**config.mk**
```make
export PLATFORM = sky130hd
export DESIGN_NAME = dff_deser
export DESIGN_NICKNAME = d
export VERILOG_FILES = /design/src/rtl/dff_pkg.sv /design/src/rtl/dff_deser_shifter.sv /design/src/rtl/dff_deser.sv
export SDC_FILE = /design/constraint.sdc
export NUM_CORES = 1
export LEC_CHECK = 0
export ABC_AREA = 1
export BUFFER_PORTS_ARGS = -buffer_cell sky130_fd_sc_hd__buf_2
export CORE_ASPECT_RATIO = 1.75
export CORE_MARGIN = 2
export CORE_UTILIZATION = 45
export CTS_CLUSTER_DIAMETER = 200
export DETAILED_ROUTE_END_ITERATION = 6
export PLACE_DENSITY = 0.68
export RECOVER_POWER = 50
export SLEW_MARGIN = 20
export SYNTH_ARGS = -nofsm -noshare
export SYNTH_HDL_FRONTEND = slang
export SYNTH_SLANG_ARGS = --single-unit
```
**constraint.sdc**
```tcl
create_clock -name clk -period 2.1 [get_ports clk]
set_input_delay 0.42 -clock clk [delete_from_list [all_inputs] [get_ports clk]]
set_output_delay 0.42 -clock clk [all_outputs]
set_load 0.05 [all_outputs]
```
**src/rtl/dff_pkg.sv**
```systemverilog
// Shared types and defaults for the dff_deser slice.
//   slot_state_t : holding-slot FSM states
//   DEF_WIDTH    : default bits per word
//   DEF_CNT_W    : default delivered-word counter width
//   fill_w()     : width of a counter able to hold 0..width
package dff_pkg;

  typedef enum logic {
    SLOT_EMPTY = 1'b0,
    SLOT_FULL  = 1'b1
  } slot_state_t;

  localparam int unsigned DEF_WIDTH = 8;
  localparam int unsigned DEF_CNT_W = 16;

  function automatic int unsigned fill_w(input int unsigned width);
    return $clog2(width + 1);
  endfunction

endpackage

```
**src/rtl/dff_deser_shifter.sv**
```systemverilog
// Serial-to-parallel collector for dff_deser.
// Shifts qualified serial bits into a WIDTH-bit register, tracks the
// frame position and pulses done on the edge that takes the last bit.
// Optional macro DFF_DESER_PARITY_EN: frame grows by a trailing even-parity
// bit and par_err reports the parity check of the completing frame.
//   clk, rst  : clock, asynchronous active-low reset
//   bit_in    : serial data bit
//   bit_vld   : bit_in is sampled this cycle
//   flush     : discard partial frame (wins over bit_vld)
//   fill      : bits collected in the current frame
//   done      : combinational, this edge completes a frame
//   word      : combinational, the completed data word (valid with done)
//   par_err   : combinational, parity check of the completing frame (macro only)
module dff_deser_shifter
  import dff_pkg::*;
#(
  parameter int unsigned WIDTH     = DEF_WIDTH,
  parameter bit          MSB_FIRST = 1'b1
) (
  input  logic                       clk,
  input  logic                       rst,
  input  logic                       bit_in,
  input  logic                       bit_vld,
  input  logic                       flush,
  output logic [fill_w(WIDTH)-1:0]   fill,
  output logic                       done,
  output logic [WIDTH-1:0]           word
`ifdef DFF_DESER_PARITY_EN
  ,
  output logic                       par_err
`endif
);

  localparam int unsigned FW = fill_w(WIDTH);
`ifdef DFF_DESER_PARITY_EN
  localparam int unsigned FRAME = WIDTH + 1;
`else
  localparam int unsigned FRAME = WIDTH;
`endif
  localparam logic [FW-1:0] LAST = FW'(FRAME - 1);

  logic [WIDTH-1:0] sreg;
  logic [WIDTH-1:0] shifted;
  logic             last_bit;

  always_comb begin
    if (MSB_FIRST) shifted = {sreg[WIDTH-2:0], bit_in};
    else           shifted = {bit_in, sreg[WIDTH-1:1]};
  end

  assign last_bit = (fill == LAST);
  assign done     = bit_vld & ~flush & last_bit;

`ifdef DFF_DESER_PARITY_EN
  // The last bit of the frame is parity, so the data word is already
  // complete in sreg and the parity bit is never shifted in.
  assign word    = sreg;
  assign par_err = ^{sreg, bit_in};
`else
  assign word    = shifted;
`endif

  always_ff @(posedge clk or negedge rst) begin
    if (!rst) begin
      sreg <= '0;
      fill <= '0;
    end else if (flush) begin
      sreg <= '0;
      fill <= '0;
    end else if (bit_vld) begin
      if (last_bit) begin
        sreg <= '0;
        fill <= '0;
      end else begin
        sreg <= shifted;
        fill <= fill + FW'(1);
      end
    end
  end

endmodule

```
**src/rtl/dff_deser.sv**
```systemverilog
// Deserialiser for the registered serial bit from the flop stage.
// Collects WIDTH-bit words and presents them through a one-word holding
// slot with a valid/ready handshake; counts delivered words and flags
// words dropped because the slot was still occupied.
// Optional macro DFF_DESER_PARITY_EN adds a trailing even-parity bit per
// frame and the par_err output.
//   clk, rst  : clock, asynchronous active-low reset
//   bit_in    : serial data bit, bit_vld qualifies it
//   flush     : discard partial word
//   word_rdy  : consumer accepts word_out this cycle
//   ovf_clr   : clear sticky overflow
//   word_out  : held word, meaningful while word_vld=1
//   word_vld  : holding slot full
//   fill      : bits collected in the current partial word
//   word_cnt  : delivered words, wraps
//   ovf       : sticky, a completed word was dropped
//   par_err   : parity error of held word (macro only)
module dff_deser
  import dff_pkg::*;
#(
  parameter int unsigned WIDTH     = DEF_WIDTH,
  parameter bit          MSB_FIRST = 1'b1,
  parameter int unsigned CNT_W     = DEF_CNT_W
) (
  input  logic                     clk,
  input  logic                     rst,
  input  logic                     bit_in,
  input  logic                     bit_vld,
  input  logic                     flush,
  input  logic                     word_rdy,
  input  logic                     ovf_clr,
  output logic [WIDTH-1:0]         word_out,
  output logic                     word_vld,
  output logic [fill_w(WIDTH)-1:0] fill,
  output logic [CNT_W-1:0]         word_cnt,
  output logic                     ovf
`ifdef DFF_DESER_PARITY_EN
  ,
  output logic                     par_err
`endif
);

  slot_state_t      state, state_nxt;
  logic             done;
  logic [WIDTH-1:0] word;
  logic             hs;
  logic             load;
  logic             drop;
`ifdef DFF_DESER_PARITY_EN
  logic             frame_par_err;
`endif

  dff_deser_shifter #(
    .WIDTH     (WIDTH),
    .MSB_FIRST (MSB_FIRST)
  ) u_shifter (
    .clk     (clk),
    .rst     (rst),
    .bit_in  (bit_in),
    .bit_vld (bit_vld),
    .flush   (flush),
    .fill    (fill),
    .done    (done),
    .word    (word)
`ifdef DFF_DESER_PARITY_EN
    ,
    .par_err (frame_par_err)
`endif
  );

  always_ff @(posedge clk or negedge rst) begin
    if (!rst) state <= SLOT_EMPTY;
    else      state <= state_nxt;
  end

  always_comb begin
    state_nxt = state;
    case (state)
      SLOT_EMPTY: if (done)       state_nxt = SLOT_FULL;
      SLOT_FULL:  if (hs && !done) state_nxt = SLOT_EMPTY;
      default:                    state_nxt = SLOT_EMPTY;
    endcase
  end

  // A completing word may replace the held one on the same edge the
  // consumer takes it; otherwise it is dropped while the slot is full.
  always_comb begin
    word_vld = (state == SLOT_FULL);
    hs       = word_vld & word_rdy;
    load     = done & (~word_vld | hs);
    drop     = done & word_vld & ~hs;
  end

  always_ff @(posedge clk or negedge rst) begin
    if (!rst) begin
      word_out <= '0;
      word_cnt <= '0;
      ovf      <= 1'b0;
    end else begin
      if (load) word_out <= word;
      if (hs)   word_cnt <= word_cnt + CNT_W'(1);
      if (drop)         ovf <= 1'b1;
      else if (ovf_clr) ovf <= 1'b0;
    end
  end

`ifdef DFF_DESER_PARITY_EN
  always_ff @(posedge clk or negedge rst) begin
    if (!rst)      par_err <= 1'b0;
    else if (load) par_err <= frame_par_err;
  end
`endif

endmodule

```
==> results of run 1 <==
==> layer usage <==
layer / vias up / global-route usage [%] / part of all wire (%)
li1: 654 / - / -
met1: 588 / 20.0 / 39
met2: 34 / 30.4 / 54
met3: 7 / 3.17 / 3.9
met4: 0 / 8.33 / 2.1
met5: - / 0 / 0
==> per-stage QoR <==
| step | area (µm²) | total power [mW] | util, % | instances | hold slack, ns |
|---|---|---|---|---|---|
| after CTS | 2060 | 1.62 | 57.3 | 267 | 0.172 |
| after floorplan | 1690 | 0.829 | - | 177 | 0.124 |
| after global placement | 1920 | 0.873 | 53.5 | 259 | 0.461 |
| after global routing | 2020 | 1.65 | 56.1 | 267 | 0.315 |
| final | 2020 | 1.60 | 56.1 | 267 | 0.311 |
| after detailed placement | 1920 | 0.875 | 53.5 | 259 | 0.463 |
==> registers in the layout, indices dropped and copies added, names as in the netlist <==
register,count
word_out,8
u_shifter.fill,4
word_cnt,16
word_vld,1
ovf,1
u_shifter.sreg,7
==> cells by family (layout without fill, tap and decap cells) <==
kind of cell               Yosys count  count (layout)  share of synthesized area (%)
AOI/OAI and AO/OA                   21              21                           8.61
xor gates and xnor gates            13              13                           6.75
adders and majority gates            2               2                           1.48
buffers and inverters               25              69                           6.01
DFF                                 37              37                           54.9
and+or+nand+nor                     79              79                           22.3
==> cell usage in the layout, fill, tap and decap left out, types with 3 or more instances in the layout <==
cell type  instances
dfrtp_1           37
xnor2_1            8
buf_2             36
clkbuf_8           5
o22ai_1            8
xor2_1             5
inv_1             21
nand4_1            3
nand2_1           43
o21ai_2            8
o21ai_1            3
inv_2              3
nand3_1           13
nor2_1            16
==> worst paths after layout <==
check,end,start,depth (start not counted),slack [ns]
max in group asynchronous,u_shifter.fill[3],rst,2,1.19
worst min-delay path,ovf,ovf_clr,2,0.31
min in group asynchronous,word_cnt[3],rst,2,0.33
worst min register to register,word_out[6],word_out[6],2,0.48
worst max-delay path,word_cnt[12],word_cnt[0],7,0.64
worst max register to register,word_cnt[12],word_cnt[0],7,0.64
==> final cells by class <==
class / instances / area [µm²]
multi-input cells: 115 / 619
flip-flops and latches: 37 / 926
inverters: 24 / 90.1
fillers: 341 / 1580
clock buffers: 5 / 68.8
well taps: 46 / 57.6
clock inverters: 3 / 68.8
repair buffers: 37 / 185
==> worst max-delay path, cell delays in order (launching register included) <==
cell	delay, ns
dfrtp_1	0.40
ha_1	0.21
nand3_1	0.08
nor2_1	0.30
nand2_1	0.16
nor2_1	0.11
nand3_1	0.08
nand2_1	0.06
==> power by group through the flow <==
stage | registers (mW) | logic (mW) | clock network (mW)
floorplan | 0.800 | 0.0298 | 0
global placement | 0.753 | 0.121 | 0
detailed placement | 0.753 | 0.122 | 0
CTS | 0.739 | 0.122 | 0.764
global route | 0.741 | 0.128 | 0.779
finish | 0.739 | 0.117 | 0.743
==> run summary, run 1 <==
Fraction of layout cells with a size suffix above 1 - 27.1%
Post-cts sizing count - 0
Reg clk slew, reported paths - 0.08 ns
First-pass DRT Iterations - 4
Routed vias/inst - 4.81
Minimum clock period - 1.46 ns
P_int - 1.23 mW
N_diodes - 0
IO Port Bufs - 36
Critical path class - flip-flop to flip-flop
Worst Skew - 0.00912 ns
Crit. End Element - flip-flop
GPL Wtd Cong - 0.748
Yosys top cell area share - 54.9%
Max Buffers Root-to-Sink - 2
Clock Sinks - 37
Crit-path max FO - 5
Hold_buf cts - 0
Peak supply drop - 0.596 mV
Pleak - 1.03 nW
Slew headroom - 39.4%
DP HPWL - 2420 µm
Worst EP required - 2.33 ns
Setup Viol. Count Final - 0
Mapped Cells - 177
Psw - 366 µW
Routed len/inst - 12.3 µm
GRT Util Overall - 17.4%
Placeable core area - 3590 µm²
Std-Cell Rows - 29
First-pass GRT wire length - 5640 µm
Avg Inst Size Synth - 9.53 µm²
FF+latch count, synth - 37
Post-synth EDFFs - 0
Vias - 1,283
Worst skew pair latency - 0.29 ns
Combinational share of power - 7.3%
HP Class - input port to flip-flop
Synth Net Count - 186
Residual DRC - 0
Largest net degree at the start of global routing - 38
Final TNS setup - 0 ns
# IOs - 37
Postcts setup bufs - 0
Chip height - 85.0 µm
ANT nets after route - 0
Die width - 50.3 µm
Antenna violations before repair - 0
Place WS - 0.766 ns
Reg power frac - 46.2%
H-tree Lvls - 2
Fraction of registers with async set/reset - 100%
Starting DRC count in detailed routing - 25
Max Cap Viol - 0
Area contributors post-synth - dfrtp_1 55%, nand2_1 9.1%, inv_1 4.5%, o21ai_2 4.2%, xnor2_1 4.2%
Commonest cells in the netlist - 41 x nand2_1, 37 x dfrtp_1, 20 x inv_1
RSZ-0062 raised after global routing - false
Main synth FF type - dfrtp_1
Final hold vios - 0
Initial Util - 47.0%
Area Overhead vs Synth - 19.5%
Register area share after synthesis - 54.9%
Nets@finish - 229
Synth warn - 0
TritonCTS clock tree - yes
Total die area - 4270 µm²
Final Max Slew Viols - 0
CP arrival - 1.69 ns
Clock group share of total power - 46.5%
Status - finished clean
Count leader, synth - nand2_1
Final WS setup - 0.645 ns
Worst-Margin Slew - 0.909 ns
Pwr/cell area - 793 nW/µm²
F_max - 687 MHz
Crit share post-route - 69.3%
Overflow after GRT - 0
Root buf cell - clkbuf_8
Count of cell types in the netlist - 21
Vias in the first global route - 1,284
Post-Syn Area - 1690 µm²
Sw Share - 22.9%
Total CTS buffers - 5
CP Launch Type - flip-flop
Yosys top cell by area - dfrtp_1
DRT Wirelength - 3280 µm
Power figures use the tool's default switching activity.
==> run 2, diff against run 1 <==
ABC_AREA = 0   (was 1)
PLACE_DENSITY = 0.71   (was 0.68)
clock period = 1.2 ns   (was 2.1 ns; I/O delays follow)
==> run 2 against run 1 <==
Effect of this change:
- the run now ends with setup timing left
- synthesized area shrank 7.2%
- clock power grew 49%
- wire length grew 41%
- critical path depth shrank 2
- utilization grew 24 points
- register-to-register slack lost 1.2 ns
- sequential share of layout area shrank 11 points
- cell area grew 34%
- die area shrank 6.8%
- flip-flop and latch count is the same
- maximum frequency shrank 15%
- worst hold slack lost 0.17 ns
- critical endpoint is now word_out[1]
- highest routed layer unchanged
==> run summary, run 2 <==
Worst EP required - 1.38 ns
N_diodes - 0
Dpl cell area - 2100 µm²
Largest net degree at the start of global routing - 38
Commonest cells in the netlist - 37 x dfrtp_1, 13 x xnor2_1, 10 x nand3_1
Placeable core area - 3360 µm²
GRT Util Overall - 23.5%
Setup Viol. Count Final - 45
Register-to-register setup slack - -0.52 ns
HP Class - input port to flip-flop
Initial Util - 46.5%
Yosys top cell by area - dfrtp_1
Slowest cell delay on critical path - 0.41 ns
Worst Skew - 0.00582 ns
Synth warn - 0
Nets@finish - 221
Mapped Cells - 120
Final core utilization - 80.2%
Main synth FF type - dfrtp_1
Commonest non-fill, non-tap cell in the layout - buf_4
Worst R2R End - word_out[1]
Chip height - 82.0 µm
Antenna violations before repair - 0
Status - finished with violations
TritonCTS clock tree - yes
Area Overhead vs Synth - 72.3%
Final hold vios - 0
RSZ-0062 raised after global routing - true
Fraction of registers with async set/reset - 100%
H-tree Lvls - 2
Failing checks - setup timing
Area contributors post-synth - dfrtp_1 59%, mux2_4 7.7%, xnor2_1 7.3%, a22o_1 3.9%, nand3_1 3.2%
Final TNS setup - -6.95 ns
Root buf cell - clkbuf_8
Largest regs - word_cnt: 16 flops, word_out: 8 flops, u_shifter.sreg: 7 flops
Final std cell area, no fill - 2700 µm²
Tot Pwr - 2.54 mW
Count of cell types in the netlist - 25
Reg clk slew, reported paths - 0.08 ns
Cells after DPL - 227
Routed len/inst - 17.9 µm
Max Cap Viol - 0
Fin cells - 258
Pleak - 1.30 nW
Minimum clock period - 1.72 ns
Pwr/cell area - 943 nW/µm²
Reg2reg path depth - 5
GPL Wtd Cong - 0.769
Worst path slowest cell - dfrtp_2
First-pass GRT wire length - 6860 µm
Register area share after synthesis - 59.2%
First-pass DRT Iterations - 4
Starting DRC count in detailed routing - 32
Total CTS buffers - 5
Synth Net Count - 129
Crit share post-route - 143%
Vias - 1,325
ANT nets after route - 0
DRT Wirelength - 4610 µm
Count leader, synth - dfrtp_1
Post-synth EDFFs - 0
CP arrival - 1.90 ns
Peak supply drop - 0.973 mV
IO Port Bufs - 36
Total die area - 3980 µm²
CP Launch Type - flip-flop
Most frequent cells in the layout - 32 x buf_4, 21 x buf_6, 20 x dfrtp_1
Crit-path max FO - 8
Slew headroom - 56.9%
Yosys top cell area share - 59.2%
R2R Path Start - u_shifter.fill[3]
Residual DRC - 0
Die width - 48.6 µm
Max FFs per register - 16
Final WS setup - -0.520 ns
# IOs - 37
Avg Inst Size Synth - 13.0 µm²
Hold Path End - ovf
Fraction of layout cells with a size suffix above 1 - 69.0%
Overflow after GRT - 0
Std-Cell Rows - 28
FILL cells - 197
F_max - 581 MHz
Clock Sinks - 37
CP cell instances - and2b_1, or3b_4, nor2b_4, buf_12, mux2_4
Worst skew pair latency - 0.29 ns
Post-Syn Area - 1570 µm²
Crit. End Element - flip-flop
Biggest register - word_cnt
DP HPWL - 2580 µm
Worst-Margin Slew - 0.644 ns
Max Buffers Root-to-Sink - 2
FF+latch count, synth - 37
Final Max Slew Viols - 0
Critical path class - flip-flop to flip-flop
Vias in the first global route - 1,380
Hold_sp - ovf_clr
Routed vias/inst - 5.14
Worst Hold Depth - 2
==> run 2: cell types whose count changed after synthesis, sizes merged, moves of 3 or more <==
cell	delta
nor2	-8
xnor2	+5
o21ai	-13
a22o	+8
mux2	+10
nand3	-3
o22ai	-7
inv	-19
nand2	-38
==> run 2: worst max-delay path by stage <==
| stage | slack [ns] | from | endpoint |
|---|---|---|---|
| floorplan | -0.64 | u_shifter.fill[1] | word_out[0] |
| global placement | -0.45 | u_shifter.fill[3] | word_out[0] |
| detailed placement | -0.52 | u_shifter.fill[3] | word_out[1] |
| CTS | -0.51 | u_shifter.fill[3] | word_out[1] |
| global route | -0.56 | u_shifter.fill[3] | word_out[1] |
| finish | -0.52 | u_shifter.fill[3] | word_out[1] |
==> run 2: critical path: cells and delay by family, from the launching register on <==
kind / cells / cell delay, ns
simple gates: 3 / 0.75
flops: 1 / 0.41
mux: 1 / 0.30
buf+inv: 1 / 0.14
==> run 2: cells by family after synthesis <==
kind of cell | count (synthesis) | synth area share, %
AND/OR/NAND/NOR | 37 | 12.1
XOR/XNOR | 16 | 8.95
buffers and inverters | 6 | 2.48
multiplexers | 11 | 9.75
flip-flops | 37 | 59.2
adder cells (fa/ha/maj) | 2 | 1.60
AO/OA/AOI/OAI | 11 | 6.00
==> run 2: repair_timing <==
| action | 4_1_cts | 5_1_grt |
|---|---|---|
| setup endpoints to repair | 44 | 49 |
| pin swaps | 15 | 17 |
| hold buffers | 1 | 0 |
| hold endpoints to repair | 37 | 0 |
| resized for setup | 70 | 19 |
| setup buffers | 15 | 11 |
==> run 2: routing by layer <==
metal / part of all wire (%) / global-route usage (%) / wire [µm] / vias to the layer above
met2: 60 / 46.8 / 2770 / 43
met1: 35 / 22.1 / 1600 / 677
met4: 2.1 / 12.6 / 97 / 0
met3: 3.1 / 5.27 / 143 / 8
met5: 0 / 0 / 0 / -
li1: - / - / - / 597
==> run 2: power by group <==
part,internal (mW),leakage (nW),switching (mW)
registers,1.26,0.483,0.0114
clock network,0.622,0.0543,0.485
logic,0.0759,0.766,0.0931
==> run 2: final cells by class <==
class                           instances  area, µm²  area share (%)
Tap cell                               45       56.3            2.09
Sequential cell                        37        947            35.1
Clock inverter                          3       46.3            1.72
Inverter                                5       18.8           0.696
Clock buffer                            5       68.8            2.55
Multi-Input combinational cell         77        751            27.8
Timing Repair Buffer                   86        810            30.0
==> run 2: per-stage QoR <==
stage	hold WS [ns]	setup WS [ns]
5_1_grt	0.154	-0.556
2_1_floorplan	-0.0556	-0.643
3_5_place_dp	0.216	-0.521
6_report	0.145	-0.520
3_3_place_gp	0.212	-0.446
4_1_cts	0.136	-0.508
==> run 3, diff against run 2 <==
BUFFER_PORTS_ARGS = default   (was -buffer_cell sky130_fd_sc_hd__buf_2)
DONT_BUFFER_PORTS = 1   (was default)
PLACE_DENSITY = default   (was 0.71)
==> run 3 against run 2 <==
Effect of this change:
- the flow still finishes with violations (setup timing)
- via count shrank 16%
- cell area fell by 14%
- largest power group unchanged
- critical path type unchanged
- highest routed layer unchanged
- first-iteration DRC count down 47%
- worst hold slack got worse by 0.086 ns
==> run summary, run 3 (same netlist as run 2, synthesis figures left out) <==
Final core utilization - 68.8%
Slowest cell delay on critical path - 0.41 ns
Biggest register - word_cnt
Overflow after GRT - 0
P_int - 1.93 mW
Root buf cell - clkbuf_8
Minimum clock period - 1.69 ns
Total die area - 3980 µm²
Worst path slowest cell - or3b_4
# IOs - 37
Final WS setup - -0.493 ns
Sw Share - 21.0%
H-tree Lvls - 2
IO Port Bufs - 0
Buf/Inv on CP - 1
Pleak - 1.09 nW
First-pass DRT Iterations - 2
DP HPWL - 2300 µm
Worst-Margin Slew - 0.586 ns
Area Overhead vs Synth - 47.8%
Combinational share of power - 5.4%
Routed vias/inst - 5.01
Reg clk slew, reported paths - 0.07 ns
RSZ-0062 raised after global routing - true
Crit-path max FO - 8
DRT Wirelength - 3280 µm
Top cell family by delay on the critical path - simple AND/OR/NAND/NOR gates
Commonest non-fill, non-tap cell in the layout - buf_4
Pwr/cell area - 1050 nW/µm²
WHS - 0.0592 ns
N_diodes - 0
Routed len/inst - 14.7 µm
Slew headroom - 60.8%
Worst EP required - 1.37 ns
Starting DRC count in detailed routing - 17
Fraction of layout cells with a size suffix above 1 - 60.7%
Chip height - 82.0 µm
Max Cap Viol - 0
CP arrival - 1.86 ns
Nets@finish - 186
Worst skew pair latency - 0.28 ns
First-pass GRT wire length - 5530 µm
Register-to-register setup slack - -0.49 ns
Antenna violations before repair - 0
Final Max Slew Viols - 0
Die width - 48.6 µm
Reg power frac - 52.0%
Worst Skew - 0.00487 ns
Status - finished with violations
F_max - 591 MHz
Vias in the first global route - 1,187
Initial Util - 46.5%
Failing checks - setup timing
Critical path class - flip-flop to flip-flop
Crit share post-route - 141%
Max Buffers Root-to-Sink - 2
Largest regs - word_cnt: 16 flops, word_out: 8 flops, u_shifter.sreg: 7 flops
Clock Sinks - 37
TritonCTS clock tree - yes
Total CTS buffers - 5
Setup Viol. Count Final - 22
FILL cells - 266
HP Class - input port to flip-flop
Peak supply drop - 0.864 mV
CP cell instances - ha_4, nand2_4, or3b_4, nor2b_4, buf_12, mux2_4
Crit. End Element - flip-flop
Clock group share of total power - 42.7%
Std-Cell Rows - 28
ANT nets after route - 0
Most frequent cells in the layout - 38 x buf_4, 19 x dfrtp_1, 18 x dfrtp_2
GPL Wtd Cong - 0.703
Largest net degree at the start of global routing - 38
CP Launch Type - flip-flop
Residual DRC - 0
GRT Util Overall - 18.5%
Psw - 513 µW
Final hold vios - 0
Max FFs per register - 16
Vias - 1,117
Placeable core area - 3360 µm²
==> run 3: changes by cell type in the layout (fill, tap and decap cells not counted), sizes merged <==
cell	delta
clkinvlp	-1
buf	-35
dlygate4sd3	+2
clkbuf	-1
==> run 3: final cells by class <==
| cell class | count | area, µm² | area share, % |
|---|---|---|---|
| Timing Repair Buffer | 51 | 442 | 19.1 |
| Multi-Input combinational cell | 77 | 741 | 32.0 |
| Inverter | 5 | 18.8 | 0.811 |
| Sequential cell | 37 | 948 | 41.0 |
| Tap cell | 45 | 56.3 | 2.43 |
| Clock buffer | 6 | 72.6 | 3.14 |
| Clock inverter | 2 | 35.0 | 1.51 |
==> run 3: final timing paths <==
check / from / endpoint / depth (start not counted)
min in group asynchronous: rst / word_cnt[8] / 2
hold reg to reg: word_cnt[14] / word_cnt[14] / 1
setup reg to reg: u_shifter.fill[0] / word_out[0] / 6
max in group asynchronous: rst / u_shifter.fill[0] / 2
hold / removal: ovf_clr / ovf / 1
setup / recovery: u_shifter.fill[0] / word_out[0] / 6
==> run 3: worst reg2reg max path: stages, from the launching register on <==
cell and delay [ns]:
dfrtp_2 0.39, ha_4 0.15, nand2_4 0.05, or3b_4 0.41
nor2b_4 0.14, buf_12 0.14, mux2_4 0.30
==> run 3: per-layer routing <==
metal / GRT usage [%] / wire length (µm) / vias to the layer above
li1: - / - / 523
met1: 17.8 / 1120 / 559
met2: 35.6 / 1930 / 31
met3: 6.18 / 174 / 4
met4: 8.57 / 56 / 0
met5: 0 / 0 / -
==> run 3: stage by stage <==
step	cell area, µm²	setup WS (ns)	total power, mW	setup TNS, ns	std cells
after floorplan	1660	-0.643	1.35	-7.82	120
after global placement	2010	-0.449	1.37	-4.50	204
after detailed placement	2010	-0.490	1.38	-5.18	204
after CTS	2220	-0.497	2.48	-4.49	218
after global routing	2310	-0.538	2.53	-7.08	223
final	2310	-0.493	2.44	-5.48	223
==> run 3: power by group through the flow <==
stage	clock network (mW)	logic (mW)	registers [mW]
finish	1.04	0.131	1.27
global route	1.12	0.146	1.27
CTS	1.08	0.129	1.27
detailed placement	0	0.0833	1.29
global placement	0	0.0807	1.29
floorplan	0	0.0304	1.32
==> run 3: timing repair <==
item / in CTS / in global routing
endpoints found under the hold margin: 38 / 1
buffers inserted: 4 / 6
setup endpoints to repair: 30 / 30
pin swaps: 6 / 23
hold buffers: 3 / 1
resized for setup: 10 / 16
cloned: 0 / 0
